File: src/rtl/rram_addr_sequencer.sv
// RRAM word-address sequencer: walks start..stop by step (or one address)
// and hands addresses to the programming/read FSM via a next handshake.
module rram_addr_sequencer #(
    parameter int ADDR_W = 16,
    parameter int CNT_W  = ADDR_W + 1
) (
    input  logic              mclk,
    input  logic              rst,
    input  logic              go,
    input  logic              abort,
    input  logic              use_multi_addrs,
    input  logic [ADDR_W-1:0] address_start,
    input  logic [ADDR_W-1:0] address_stop,
    input  logic [ADDR_W-1:0] address_step,
    input  logic              next,
    output logic [ADDR_W-1:0] addr,
    output logic              addr_valid,
    output logic              addr_last,
    output logic              done,
    output logic              range_err,
    output logic [CNT_W-1:0]  addr_count
);

    typedef enum logic [1:0] {
        S_IDLE,
        S_RUN,
        S_FIN
    } state_e;

    localparam logic [CNT_W-1:0] CNT_MAX = CNT_W'(1) << ADDR_W;

    state_e state_q, state_d;

    logic [ADDR_W-1:0] addr_q, addr_d;
    logic [ADDR_W-1:0] start_q, start_d;
    logic [ADDR_W-1:0] stop_q, stop_d;
    logic [ADDR_W-1:0] step_q, step_d;
    logic              multi_q, multi_d;
    logic              range_err_q, range_err_d;
    logic [CNT_W-1:0]  count_q, count_d;

    logic [ADDR_W:0]   sum;
    logic              last;

    // One extra bit so a step that wraps past the top is seen as the end.
    assign sum = {1'b0, addr_q} + {1'b0, step_q};

    assign last = !multi_q
               || (step_q == '0)
               || (addr_q == stop_q)
               || sum[ADDR_W]
               || (sum[ADDR_W-1:0] > stop_q);

    always_comb begin
        state_d     = state_q;
        addr_d      = addr_q;
        start_d     = start_q;
        stop_d      = stop_q;
        step_d      = step_q;
        multi_d     = multi_q;
        range_err_d = range_err_q;
        count_d     = count_q;

        case (state_q)
            S_IDLE: begin
                if (go && abort) begin
                    state_d = S_FIN;
                end else if (go) begin
                    start_d     = address_start;
                    stop_d      = address_stop;
                    step_d      = address_step;
                    multi_d     = use_multi_addrs;
                    addr_d      = address_start;
                    count_d     = '0;
                    range_err_d = use_multi_addrs
                               && (address_start > address_stop);
                    state_d     = range_err_d ? S_FIN : S_RUN;
                end
            end
            S_RUN: begin
                // abort beats next: the current address is not retired
                if (abort) begin
                    state_d = S_FIN;
                end else if (next) begin
                    if (count_q != CNT_MAX) begin
                        count_d = count_q + CNT_W'(1);
                    end
                    if (last) begin
                        state_d = S_FIN;
                    end else begin
                        addr_d = sum[ADDR_W-1:0];
                    end
                end
            end
            S_FIN: begin
                state_d = S_IDLE;
            end
            default: begin
                state_d = S_IDLE;
            end
        endcase
    end

    always_ff @(posedge mclk) begin
        if (rst) begin
            state_q     <= S_IDLE;
            addr_q      <= '0;
            start_q     <= '0;
            stop_q      <= '0;
            step_q      <= '0;
            multi_q     <= 1'b0;
            range_err_q <= 1'b0;
            count_q     <= '0;
        end else begin
            state_q     <= state_d;
            addr_q      <= addr_d;
            start_q     <= start_d;
            stop_q      <= stop_d;
            step_q      <= step_d;
            multi_q     <= multi_d;
            range_err_q <= range_err_d;
            count_q     <= count_d;
        end
    end

    assign addr       = addr_q;
    assign addr_valid = (state_q == S_RUN);
    assign addr_last  = addr_valid && last;
    assign done       = (state_q == S_FIN);
    assign range_err  = range_err_q;
    assign addr_count = count_q;

endmodule

File: config.mk
export PLATFORM = sky130hd
export DESIGN_NAME = rram_addr_sequencer
export DESIGN_NICKNAME = d
export VERILOG_FILES = /design/src/rtl/rram_addr_sequencer.sv
export SDC_FILE = /design/constraint.sdc
export NUM_CORES = 1
export LEC_CHECK = 0
export BUFFER_PORTS_ARGS = -buffer_cell sky130_fd_sc_hd__buf_2
export CORE_MARGIN = 3
export CORE_UTILIZATION = 60
export CTS_BUF_LIST = sky130_fd_sc_hd__clkbuf_16
export DETAILED_ROUTE_END_ITERATION = 10
export HOLD_SLACK_MARGIN = 0.03
export PLACE_DENSITY = 0.94
export SYNTH_ARGS = -nofsm -noshare
export SYNTH_HDL_FRONTEND = slang
export SYNTH_SLANG_ARGS = --single-unit
File: constraint.sdc
create_clock -name mclk -period 8.42 [get_ports mclk]
set_clock_uncertainty 0.05 [all_clocks]
set_input_delay 1.684 -clock mclk [delete_from_list [all_inputs] [get_ports mclk]]
set_output_delay 1.684 -clock mclk [all_outputs]
set_load 0.05 [all_outputs]
# [Word level (Yosys, flattened, before mapping)]
# Cells that the tools add are included.
[word_totals] reg_bits=69 latchBits=0 mem_bits_rw=0 mem_bits_ro=0 in_bits=54 wordCells=59 n_memories=0
[op_classes] add_sub_neg=2 n_mul=0 div_mod_pow=0 n_lt_le_gt_ge=2 eq_ne=13 n_shift=0 mux=19 n_bitwise=1 reduce_logical=15
[op_table] cell="17-bit 2-to-1 mux" count=5
[op_table] cell="16-bit 2-to-1 mux" count=5
[op_table] cell="17-bit one-hot mux with 2 select lines" count=1
[op_table] cell="16-bit > comparator" count=2
[op_table] cell="16-bit one-hot mux with 2 select lines" count=1
[op_table] cell="16-bit by 16-bit adder with 17-bit output" count=1
[op_table] cell="17-bit by 1-bit adder with 17-bit output (second input constant)" count=1
[op_table] cell="17-bit inequality test (second input constant)" count=1
[op_table] cell="16-bit == test" count=1
[op_table] cell="16-bit logical NOT" count=1
[op_table] cell="2-bit 2-to-1 mux" count=6
[op_table] cell="6-bit AND reduction" count=2
[op_table] cell="2-bit inequality test (second input constant)" count=5
[op_table] cell="3-bit inequality test (second input constant)" count=2
[op_table] cell="3-bit AND reduction" count=2
[op_table] cell="1-bit logical OR" count=4
[op_table] cell="2-bit one-hot mux with 2 select lines" count=1
[op_table] cell="1-bit logical AND" count=3
[op_table] cell="3-bit by 2-bit inequality test with 1-bit output (second input constant)" count=1
[op_table] cell="2-bit by 1-bit == test with 1-bit output (second input constant)" count=1
[op_table] cell="2-bit == test (second input constant)" count=1
[op_table] cell="2-bit logical NOT" count=1
[op_table] cell="2-bit by 1-bit inequality test with 1-bit output (second input constant)" count=1
[op_table] cell="2-bit nonzero test" count=1
[op_table] cell="other kinds (2)" count=2

# [Depth between registers and ports, before layout]
[depth] word_depth=9 depth_mapped=19 mapped_depth_nobuf=16

# [Least setup slack after synthesis]
# Ideal clock, no wire load.
[synth_timing] kind="flip-flop to output port" start="register addr_q[10] (netlist: addr[10])" end="output addr_last" arrival_ps=4162 required_ps=6686 slack_ps=2524 stages_incl_launch_ff=16 path_buffers=1 cell_sequence="dfxtp_1 -> ha_1 -> clkbuf_1 -> a21o_1 -> a21o_1 -> a21o_1 -> a221o_1 -> a21oi_1 -> xnor2_1 -> ha_1 -> nand4_1 -> nor4_1 -> a21boi_0 -> o41ai_1 -> and3_4 -> nor2_1"
[synth_via] elab_chain_len=5
[synth_rtl] element="start, declared" line="34" source="logic [ADDR_W-1:0] addr_q, addr_d;"
[synth_rtl] element="start signal, assigned" line="116" source="addr_q <= addr_d;"
[synth_rtl] element="parallel branches: the longest is 3 deep, another holds 16-bit by 16-bit adder with 17-bit output"
[synth_rtl] element="1-bit logical OR *" line="52" source="|| (sum[ADDR_W-1:0] > stop_q);"
[synth_rtl] element="1-bit logical AND *" line="128" source="assign addr_last = addr_valid && last;"
[synth_rtl] element="end, declared" line="18" source="output logic addr_last,"
# Every way passes the cells marked *.

# [Final worst setup path]
[layout_timing] start="register addr_q[1] (netlist: addr[1])" end="output addr_last"
# The elaborated chain is that of the path after synthesis.

==> impl_results.md <==
* IR drop worst, VDD at about 0.12 mV
* Sequential Power Share at 35.3%
* Core ar. at ~7400 µm²
* CP peak stage delay at 450 ps
* Post-CTS resize count at 0
* Yosys warns at 0
* ANT nets after route at 0
* Starting Density at 62.7%
* Die width at 93.7 µm
* Final Hold Vio Count at 0
* Nets at slightly below 800
* Die area at 8790 µm²
* WS Path Type: register to output port
* Util after Layout at between 70% and 80%
* Most common cell in the netlist: nand2_1
* Critical path endpoint category: output port
* Post-synth EDFFs at 0
* Pint at 0.000715 W
* GRT Overall Usage at between 30% and 40%
* RSZ-0062 raised after global routing: no
* Max Cap Violations at 0
* Distinct cells, synth at 51
* Critical-path cell list: ha_1 -> a211oi_1 -> o21ai_0 -> a31o_2 -> a221o_1 -> a21oi_1 -> xnor2_1 -> ha_1 -> nand4_1 -> nor4_1 -> a21boi_0 -> o41ai_1 -> and3_4 -> nor2_1 -> buf_2
* Synthesis-to-finish area growth at 18.2%
* Vias per cell at 6.02
* Worst R2R End: addr[9]$_SDFFE_PP0P_
* Top cells by area, synth: dfxtp_1, ha_1, nand2_1
* Pin count of the biggest net entering global routing at 54
* Final WS setup at 2380 ps
* H-tree depth at 3
* CTS Sinks at 69
* Power per Cell Area at 188 nW/µm²
* Min Tclk post-route at approximately 6000 ps
* Post-synthesis cell area at 4620 µm²
* LEAKAGE at roughly 2.5 nW
* Clk_lat worst skew at ~340 ps
* R2R Path Start: addr[1]$_SDFFE_PP0P_
* Worst Path Required at between 6000 and 7000 ps
* Post-route DRC at 0
* I/O Buffers at 90
* Post-synth top area share at approximately 30%
* Worst Tran Pin Value at 1250 ps
* Post-CTS Hold Fix Bufs at 0
* Critical path startpoint category: register
* IO Pins at 91
* Routability cong. at just over 0.9
* Hold Path Stages at 2
* Synth Register Bits at 69
* Routed wire per std cell at ~18 µm
* Diode count at 0
* Hold WS at ~440 ps
* Vias at ~4700
* Combinational fraction of design power at between 20% and 30%
* Initial antenna violation count at 0
* Place WS at around 2900 ps
* First-pass GRT wire length at 22000 µm
* R2R cell count at 16
* Switching share of total power at a little under a third
* Share of cells above drive strength 1 at a little under a fifth
* Hold Path Class: register to register
* Post-synth ARST share at 0%
* Sw power at roughly 0.00031 W
* Die Y-Extent at around 94 µm
* Num CTS Buffers at 9
* Root buffer cell: clkbuf_16
* Slowest CP cell: dfxtp_1
* Hold endpoint: step_q[12]$_SDFFE_PP0P_
* Total routed wirelength at about 14000 µm
* Setup TNS at 0 ps
* Total Power at approximately 0.0010 W
* Initial drt markers at ~290
* Final period util at a little under three quarters
* Hold Startpoint: step_q[12]$_SDFFE_PP0P_
* Hpwl dp at roughly 10000 µm
* Syn Nets at 694
* Status: completed
* Relative slew slack at 15.6%
* Row cnt at 31
* Final setup viols at 0
* Cells after Synth at ~590
* Postcts setup bufs at 0
* Vias in the first global route at approximately 4600
* Max Transition Viols Final at 0
* Crit path top cell by count: ha_1
* CTS tree: yes
* Sequential fraction of the synthesis area at ~30%
* Top cells by count, synth: nand2_1, dfxtp_1, a21oi_1
* Synth Flop Type: dfxtp_1
* CTS Buffer Depth at 2
* Worst Path Max Fanout at 5
* Cell taking the most area after synthesis: dfxtp_1
* Critical path arrival at 4310 ps
* Global route overflow at 0
* Drt pass-1 iters at 5
* Mean Syn Cell Area at around 7.8 µm²
* Clk network pwr share at between 40% and 50%
* Reg2Reg Setup Slack at 3500 ps
* Reg clk slew, reported paths at roughly 60 ps
* Highest clock rate at about 170 MHz
[cell type report]
type | count | area [µm²]
inverter | 41 | 154
tap | 99 | 124
multi-input combinational | 455 | 2980
clock buffer | 9 | 225
fill | 567 | 1910
sequential | 69 | 1380
timing repair buffer | 94 | 480
clock inverter | 7 | 114
[through the flow]
stage	area [µm²]	cells
5_1_grt	5460	774
2_1_floorplan	4620	589
3_5_place_dp	5120	758
6_report	5460	774
4_1_cts	5460	774
3_3_place_gp	5120	758
[placed cells by master, fill, tap and decap left out, types with 12 or more instances in the layout]
master and instances:
nand2_1 104, buf_2 90, dfxtp_1 69, a21oi_1 60
nor2_1 50, ha_1 50, inv_1 41, xnor2_1 28
o21ai_0 15, nand4_1 15, xor2_1 13, a21o_1 12
[how the worst max path moves through the flow]
stage | startpoint | end | slack [ps] | cells after the start
6_report | addr[1]$_SDFFE_PP0P_ | addr_last | 2380 | 15
2_1_floorplan | addr[10]$_SDFFE_PP0P_ | addr_last | 2520 | 15
3_3_place_gp | addr[1]$_SDFFE_PP0P_ | addr_last | 3050 | 15
5_1_grt | addr[1]$_SDFFE_PP0P_ | addr_last | 2160 | 15
4_1_cts | addr[1]$_SDFFE_PP0P_ | addr_last | 2450 | 15
3_5_place_dp | addr[1]$_SDFFE_PP0P_ | addr_last | 2850 | 15
[registers in the layout (all words and copies together), names as in the netlist]
register and flops:
addr_count 17, addr 16, step_q 16, stop_q 16, state_q 2, multi_q 1, range_err 1
[kinds of logic (layout without fill, tap and decap cells)]
group           count (synthesis)  in the layout  share of synthesized area, %
mux                             9              9                          1.98
flops                          69             69                          29.9
fa+ha+maj                      51             51                          14.0
xor+xnor                       41             41                          7.78
simple gates                  222            222                          22.0
buf+inv                        65            151                          5.69
compound gates                132            132                          18.7
[power by group through the flow]
stage	logic, W	clock network, W	registers (W)
CTS	0.000225	0.000436	0.000361
global placement	0.000214	0	0.000366
finish	0.000229	0.000435	0.000362
detailed placement	0.000221	0	0.000367
global route	0.000249	0.000452	0.000363
floorplan	0.000137	0	0.000384
[routing by layer]
| metal | global-route usage (%) | wire length [µm] | vias up |
|---|---|---|---|
| li1 | - | - | 2206 |
| met1 | 38.1 | 5340 | 2145 |
| met2 | 54.8 | 6620 | 267 |
| met3 | 8.89 | 1370 | 40 |
| met4 | 12.0 | 395 | 0 |
| met5 | 0 | 0 | - |
[critical path, delay by kind of cell, from the launching register on]
kind	cells	cell delay [ps]
xor+xnor	1	90
fa+ha+maj	2	590
simple gates	4	830
flops	1	450
compound gates	7	1730
buf+inv	1	270
Power figures use the tool's default switching activity.
